===== src/rtl/count_capture.sv =====
// Downstream monitor for a 4-bit up-counter: checks the count sequence and flags wraps.
// It also holds a saturating wrap count and hands out count/wrap snapshots over valid/ready.
module count_capture (
  input  logic       clk,
  input  logic       reset,
  input  logic [3:0] cin,
  input  logic       up,
  input  logic [3:0] target,
  input  logic       cap_req,
  input  logic       cap_ready,
  input  logic       clr_sticky,
  output logic       cap_valid,
  output logic [3:0] cap_data,
  output logic [7:0] cap_wraps,
  output logic       match,
  output logic       wrap,
  output logic       err,
  output logic       ovf
);

  localparam logic [0:0] ST_EMPTY = 1'b0;
  localparam logic [0:0] ST_FULL  = 1'b1;

  logic [3:0] r_cin_q;
  logic       r_up_q;
  logic       r_hist_v;
  logic [7:0] r_wrap_cnt;
  logic       r_match;
  logic       r_wrap;
  logic       r_err;
  logic       r_ovf;
  logic [0:0] r_state;
  logic [3:0] r_cap_data;
  logic [7:0] r_cap_wraps;

  logic [3:0] w_exp;
  logic       w_viol;
  logic       w_wrap_ev;
  logic       w_clr_ev;
  logic [7:0] w_wrap_cnt_nxt;
  logic       w_err_nxt;
  logic       w_ovf_nxt;
  logic       w_load;
  logic       w_drop;
  logic [0:0] w_state_nxt;

  // Sequence check, wrap detection and saturating wrap counter next-state.
  always_comb begin
    w_exp          = 4'd0;
    w_viol         = 1'b0;
    w_wrap_ev      = 1'b0;
    w_clr_ev       = 1'b0;
    w_wrap_cnt_nxt = r_wrap_cnt;
    w_err_nxt      = r_err;

    // The counter clears when up is low, so the expected value is 0, not a hold.
    if (r_up_q) begin
      w_exp = r_cin_q + 4'd1;
    end else begin
      w_exp = 4'd0;
    end

    w_viol    = r_hist_v && (cin != w_exp);
    w_wrap_ev = r_hist_v && r_up_q && (r_cin_q == 4'd15) && (cin == 4'd0);
    w_clr_ev  = r_hist_v && !r_up_q;

    if (w_clr_ev) begin
      w_wrap_cnt_nxt = 8'd0;
    end else if (w_wrap_ev && (r_wrap_cnt != 8'd255)) begin
      w_wrap_cnt_nxt = r_wrap_cnt + 8'd1;
    end else begin
      w_wrap_cnt_nxt = r_wrap_cnt;
    end

    if (w_viol) begin
      w_err_nxt = 1'b1;
    end else if (clr_sticky) begin
      w_err_nxt = 1'b0;
    end else begin
      w_err_nxt = r_err;
    end
  end

  // Capture handshake: decide load / drop / release for the snapshot slot.
  always_comb begin
    w_load      = 1'b0;
    w_drop      = 1'b0;
    w_state_nxt = r_state;
    w_ovf_nxt   = r_ovf;

    case (r_state)
      ST_EMPTY: begin
        if (cap_req) begin
          w_load      = 1'b1;
          w_state_nxt = ST_FULL;
        end else begin
          w_state_nxt = ST_EMPTY;
        end
      end
      ST_FULL: begin
        if (cap_ready && cap_req) begin
          w_load      = 1'b1;
          w_state_nxt = ST_FULL;
        end else if (cap_ready) begin
          w_state_nxt = ST_EMPTY;
        end else if (cap_req) begin
          w_drop      = 1'b1;
          w_state_nxt = ST_FULL;
        end else begin
          w_state_nxt = ST_FULL;
        end
      end
      default: begin
        w_state_nxt = ST_EMPTY;
      end
    endcase

    if (w_drop) begin
      w_ovf_nxt = 1'b1;
    end else if (clr_sticky) begin
      w_ovf_nxt = 1'b0;
    end else begin
      w_ovf_nxt = r_ovf;
    end
  end

  // State registers; reset is synchronous and active-low.
  always_ff @(posedge clk) begin
    if (!reset) begin
      r_cin_q     <= 4'd0;
      r_up_q      <= 1'b0;
      r_hist_v    <= 1'b0;
      r_wrap_cnt  <= 8'd0;
      r_match     <= 1'b0;
      r_wrap      <= 1'b0;
      r_err       <= 1'b0;
      r_ovf       <= 1'b0;
      r_state     <= ST_EMPTY;
      r_cap_data  <= 4'd0;
      r_cap_wraps <= 8'd0;
    end else begin
      r_cin_q    <= cin;
      r_up_q     <= up;
      r_hist_v   <= 1'b1;
      r_wrap_cnt <= w_wrap_cnt_nxt;
      r_match    <= (cin == target);
      r_wrap     <= w_wrap_ev;
      r_err      <= w_err_nxt;
      r_ovf      <= w_ovf_nxt;
      r_state    <= w_state_nxt;
      // Snapshot takes the wrap count as it stood before this edge's update.
      if (w_load) begin
        r_cap_data  <= cin;
        r_cap_wraps <= r_wrap_cnt;
      end else begin
        r_cap_data  <= r_cap_data;
        r_cap_wraps <= r_cap_wraps;
      end
    end
  end

  assign cap_valid = (r_state == ST_FULL);
  assign cap_data  = r_cap_data;
  assign cap_wraps = r_cap_wraps;
  assign match     = r_match;
  assign wrap      = r_wrap;
  assign err       = r_err;
  assign ovf       = r_ovf;

endmodule


===== config.mk =====
export PLATFORM = sky130hd
export DESIGN_NAME = count_capture
export DESIGN_NICKNAME = d
export VERILOG_FILES = /design/src/rtl/count_capture.sv
export SDC_FILE = /design/constraint.sdc
export NUM_CORES = 1
export LEC_CHECK = 0
export CAP_MARGIN = 20
export CORE_ASPECT_RATIO = 0.5
export CORE_UTILIZATION = 50
export CTS_BUF_LIST = sky130_fd_sc_hd__clkbuf_4
export DETAILED_ROUTE_END_ITERATION = 6
export PLACE_DENSITY = 0.85
export SLEW_MARGIN = 20
export SYNTH_ARGS = -nofsm -noshare
export SYNTH_HDL_FRONTEND = slang
export SYNTH_SLANG_ARGS = --single-unit

===== constraint.sdc =====
create_clock -name clk -period 4.05 [get_ports clk]
set_input_delay 0.81 -clock clk [delete_from_list [all_inputs] [get_ports clk]]
set_output_delay 0.81 -clock clk [all_outputs]
set_load 0.02 [all_outputs]

=== Word level (Yosys, flattened, before mapping) ===
Index checks and enable logic that the tools add are counted.

* Muxes and demuxes: 14
* Reduce and logical (&&, ||, !) cells: 12
* Equal/unequal tests: 4
* Bitwise logic cells: 2
* Add/sub/neg operators: 2

{| class="wikitable"
|+ Operators by type and width
! cell !! count
|-
| $mux 1 || 11
|-
| $add 8x1->8 const B || 1
|-
| $ne 8x8->1 const B || 1
|-
| $logic_and 1x1->1 || 7
|-
| $add 4x1->4 const B || 1
|-
| $eq 4x4->1 || 1
|-
| $eq 4x4->1 const B || 1
|-
| $logic_not 4->1 || 1
|-
| $mux 4 || 1
|-
| $ne 4x4->1 || 1
|-
| $pmux 1 s2 || 2
|-
| $reduce_bool 2->1 || 2
|-
| $not 1->1 || 2
|-
| $reduce_or 2->1 || 1
|-
| $logic_not 1->1 || 1
|}

* Bits in registers: 31

=== Logic depth before layout (Yosys ltp) ===
* Depth after elaboration: 5
* Gate-level depth with buffers: 6

=== Least setup slack after synthesis ===
Ideal clock, no wire load.

* Path kind: input to register
* From: in cin[1]
* To: reg r_wrap_cnt[7]
* Setup slack: 2,009 ps
* Buffers on the path: 1
* Setup time: 133 ps
* Data arrival time: 1,908 ps
* Data required time: 3,917 ps
* Stages: 6
* Cell sequence: buf_6 > nor4_4 > nand4_4 > nor4_1 > xnor2_1 > nor2_1

* Word-level cells in the longest chain between the ends: 3

{| class="wikitable"
|+ Ends and longest elaborated chain
! element !! line !! text
|-
| from (decl) || 6 || <nowiki>input logic [3:0] cin,</nowiki>
|-
| $logic_not 4->1 || 64 || <nowiki>w_wrap_ev = r_hist_v && r_up_q && (r_cin_q == 4'd15) && (cin == 4'd0);</nowiki>
|-
| $logic_and 1x1->1 || 64 ||
|-
| $logic_and 1x1->1 || 69 || <nowiki>end else if (w_wrap_ev && (r_wrap_cnt != 8'd255)) begin</nowiki>
|-
| to (signal assigned) || 145 || <nowiki>r_wrap_cnt <= w_wrap_cnt_nxt;</nowiki>
|-
| to (decl) || 27 || <nowiki>logic [7:0] r_wrap_cnt;</nowiki>
|}

Every way passes these cells.
A chain may end at the register's enable or synchronous reset.

=== Worst setup path in the final report ===
Ends and elaborated chain as after synthesis.

==> impl_metrics.env <==
export IMPL_avgSynthCellArea_sq_um=9.48
export IMPL_worst_clock_skew_ns=0.00863
export IMPL_clock_sinks=31
export IMPL_port_buffers=30
export IMPL_ctsLongestPathBuffers=2
export IMPL_place_hpwl_mm=1.93
export IMPL_whs_ns=0.505
export IMPL_post_route_period_util_pct=58.0
export IMPL_netlist_instances=143
export IMPL_preCtsSetupSlack_ns=1.35
export IMPL_clk_pin_slew_ns=0.09
export IMPL_yosysSeqAreaShare_pct=45.8
export IMPL_maxSlewViolCount=0
export IMPL_drtAntennaViolNets=0
export IMPL_vias=1065
export IMPL_critical_path_required_ns=4.25
export IMPL_grt_pass1_vias=884
export IMPL_ys_ff_latch=31
export IMPL_gp_congestion=0.777
export IMPL_hold_path_class="flop to flop"
export IMPL_fin_nets=190
export IMPL_netlist_area_sq_mm=0.00136
export IMPL_min_period_ns=2.35
export IMPL_rsz0062_at_grt="no"
export IMPL_grt_max_degree=17
export IMPL_tritoncts="done"
export IMPL_setup_violations=0
export IMPL_worst_path_max_fanout=9
export IMPL_synth_warnings=0
export IMPL_cts_buffers_inserted=5
export IMPL_status="finished, final reports clean"
export IMPL_fin_tns_setup_ns=0
export IMPL_vias_per_cell=5.10
export IMPL_timing_final_ws_setup_ns=1.70
export IMPL_multi_input_comb_area_sq_um=686
export IMPL_synth_cell_types=34
export IMPL_syn_nets=159
export IMPL_p_leak_nw=0.652
export IMPL_grt_usage_pct=19.9
export IMPL_slowest_delay_ns=0.57
export IMPL_start_kind="input pin"
export IMPL_critPathSlowestCell="clkdlybuf4s50_1"
export IMPL_cap_violations=0
export IMPL_die_area_sq_mm=0.00293
export IMPL_antenna_found_initial=0
export IMPL_drtPass1Iterations=4
export IMPL_wl_per_cell_microns=12.4
export IMPL_cts_resized_gates=0
export IMPL_ir_drop_uv=236
export IMPL_drc=0
export IMPL_grt_pass1_wl_mm=3.97
export IMPL_fillers=165
export IMPL_placedCellCount=202
export IMPL_core_sq_mm=0.00239
export IMPL_path_cells="clkdlybuf4s50_1, nor4_4, nand4_4, nor4_1, xnor2_1, nor2_1"
export IMPL_cp_arrival_ns=2.55
export IMPL_die_h_microns=38.8
export IMPL_postCtsSetupRepairBufs=0
export IMPL_routed_wirelength_mm=2.59
export IMPL_final_cells=209
export IMPL_hold_viol=0
export IMPL_drive_gt1_share_pct=6.32
export IMPL_critPathCaptureType="flop"
export IMPL_max_freq_ghz=0.426
export IMPL_area_growth_syn_to_layout_pct=26.3
export IMPL_start_util_pct=56.8
export IMPL_crit_type="input pin to flop"
export IMPL_n_antenna_cell=0
export IMPL_powerDensity_mw_per_mm2=320
export IMPL_cts_hold_buf=0
export IMPL_drt_iter0_drc=30
export IMPL_worst_slew_pin_slew_ns=0.734
export IMPL_max_slew_margin_rel_pct=51.1
export IMPL_cts_root_buf="clkbuf_4"
export IMPL_htree_levels=2
export IMPL_die_x_microns=75.6
export IMPL_seqCellArea_sq_um=621
export IMPL_num_io_pins=31
export IMPL_insertion_delay_ns=0.33
export IMPL_std_cell_rows=12
export IMPL_overflow=0
==> layer usage <==
layer / share of wire [%] / routed length, microns / GRT usage (%)
met1: 50 / 1310 / 24.4
met2: 43 / 1110 / 30.6
met3: 4.6 / 120 / 8.07
met4: 2.0 / 51 / 9.72
met5: 0 / 0 / 0
==> final timing paths <==
path / from / slack, ns / endpoint / depth (start not counted)
max reg2reg: r_cin_q[0] / 2.31 / r_wrap_cnt[7] / 6
min reg2reg: cap_wraps[0] / 0.50 / cap_wraps[0] / 2
max: cin[1] / 1.70 / r_wrap_cnt[7] / 6
min: cap_wraps[0] / 0.50 / cap_wraps[0] / 2
==> cell families after synthesis <==
| kind of cell | count (synthesis) | share of synthesized area, % |
|---|---|---|
| AOI/OAI and AO/OA | 10 | 4.25 |
| buffers and inverters | 10 | 3.60 |
| DFF | 31 | 45.8 |
| adders and majority gates | 2 | 1.85 |
| xor gates and xnor gates | 14 | 9.05 |
| muxes | 13 | 9.70 |
| and+or+nand+nor | 63 | 25.8 |
==> stage by stage <==
step	power [mW]	utilization, %	instance area, sq um
6_report	0.547	71.7	1710
5_1_grt	0.575	71.7	1710
4_1_cts	0.551	71.7	1710
3_5_place_dp	0.393	69.8	1670
3_3_place_gp	0.391	69.8	1670
2_1_floorplan	0.365	-	1360
==> where the power goes <==
group	internal (mW)	switching [mW]
Combinational	0.0344	0.0336
Sequential	0.312	0.00573
Clock	0.0613	0.100
Total	0.408	0.139
==> critical path: cells and delay by family <==
family / cells / cell delay [ns]
simple gates: 4 / 0.99
buf+inv: 1 / 0.57
xor+xnor: 1 / 0.16
==> cell usage in the layout (no fill, tap or decap), types with 3 or more instances in the layout <==
cell type	instances
inv_1	4
nand3_1	6
nand2_1	7
dfxtp_1	31
nor2_1	26
o21ai_0	4
clkbuf_4	5
mux2i_1	12
clkdlybuf4s50_1	30
xor2_1	3
nor4_1	3
and2_1	4
xnor2_1	11
==> flip-flops by register name, summed over array words and instances, names as in the netlist <==
signal,count
r_hist_v,1
cap_data,4
cap_wraps,8
cap_valid,1
err,1
match,1
wrap,1
r_up_q,1
ovf,1
r_wrap_cnt,8
r_cin_q,4
==> Yosys cell counts, drive strengths merged <==
cell type	n	area, sq um
a211oi	1	7.51
a21oi	2	10.0
a22o	1	8.76
a31oi	1	6.26
and2	5	32.5
and3	1	6.26
buf	3	21.3
clkbuf	3	12.5
dfxtp	31	621
ha	2	25.0
inv	4	15.0
mux2	1	11.3
mux2i	12	120
nand2	7	26.3
nand2b	2	12.5
nand3	6	30.0
nand4	3	33.8
nand4b	2	17.5
nor2	26	97.6
nor2b	2	12.5
nor3	2	10.0
nor3b	1	7.51
nor4	4	40.0
nor4b	1	15.0
o21ai	5	25.0
or4	1	7.51
xnor2	11	96.3
xor2	3	26.3
==> cell type report <==
cell class	instances	share of cell area, %
timing repair buffer	30	17.5
clock inverter	2	0.512
inverter	4	0.877
multi-input combinational	102	40.1
sequential	31	36.3
clock buffer	5	2.19
tap	35	2.56
(Power assumes the default switching activity.)
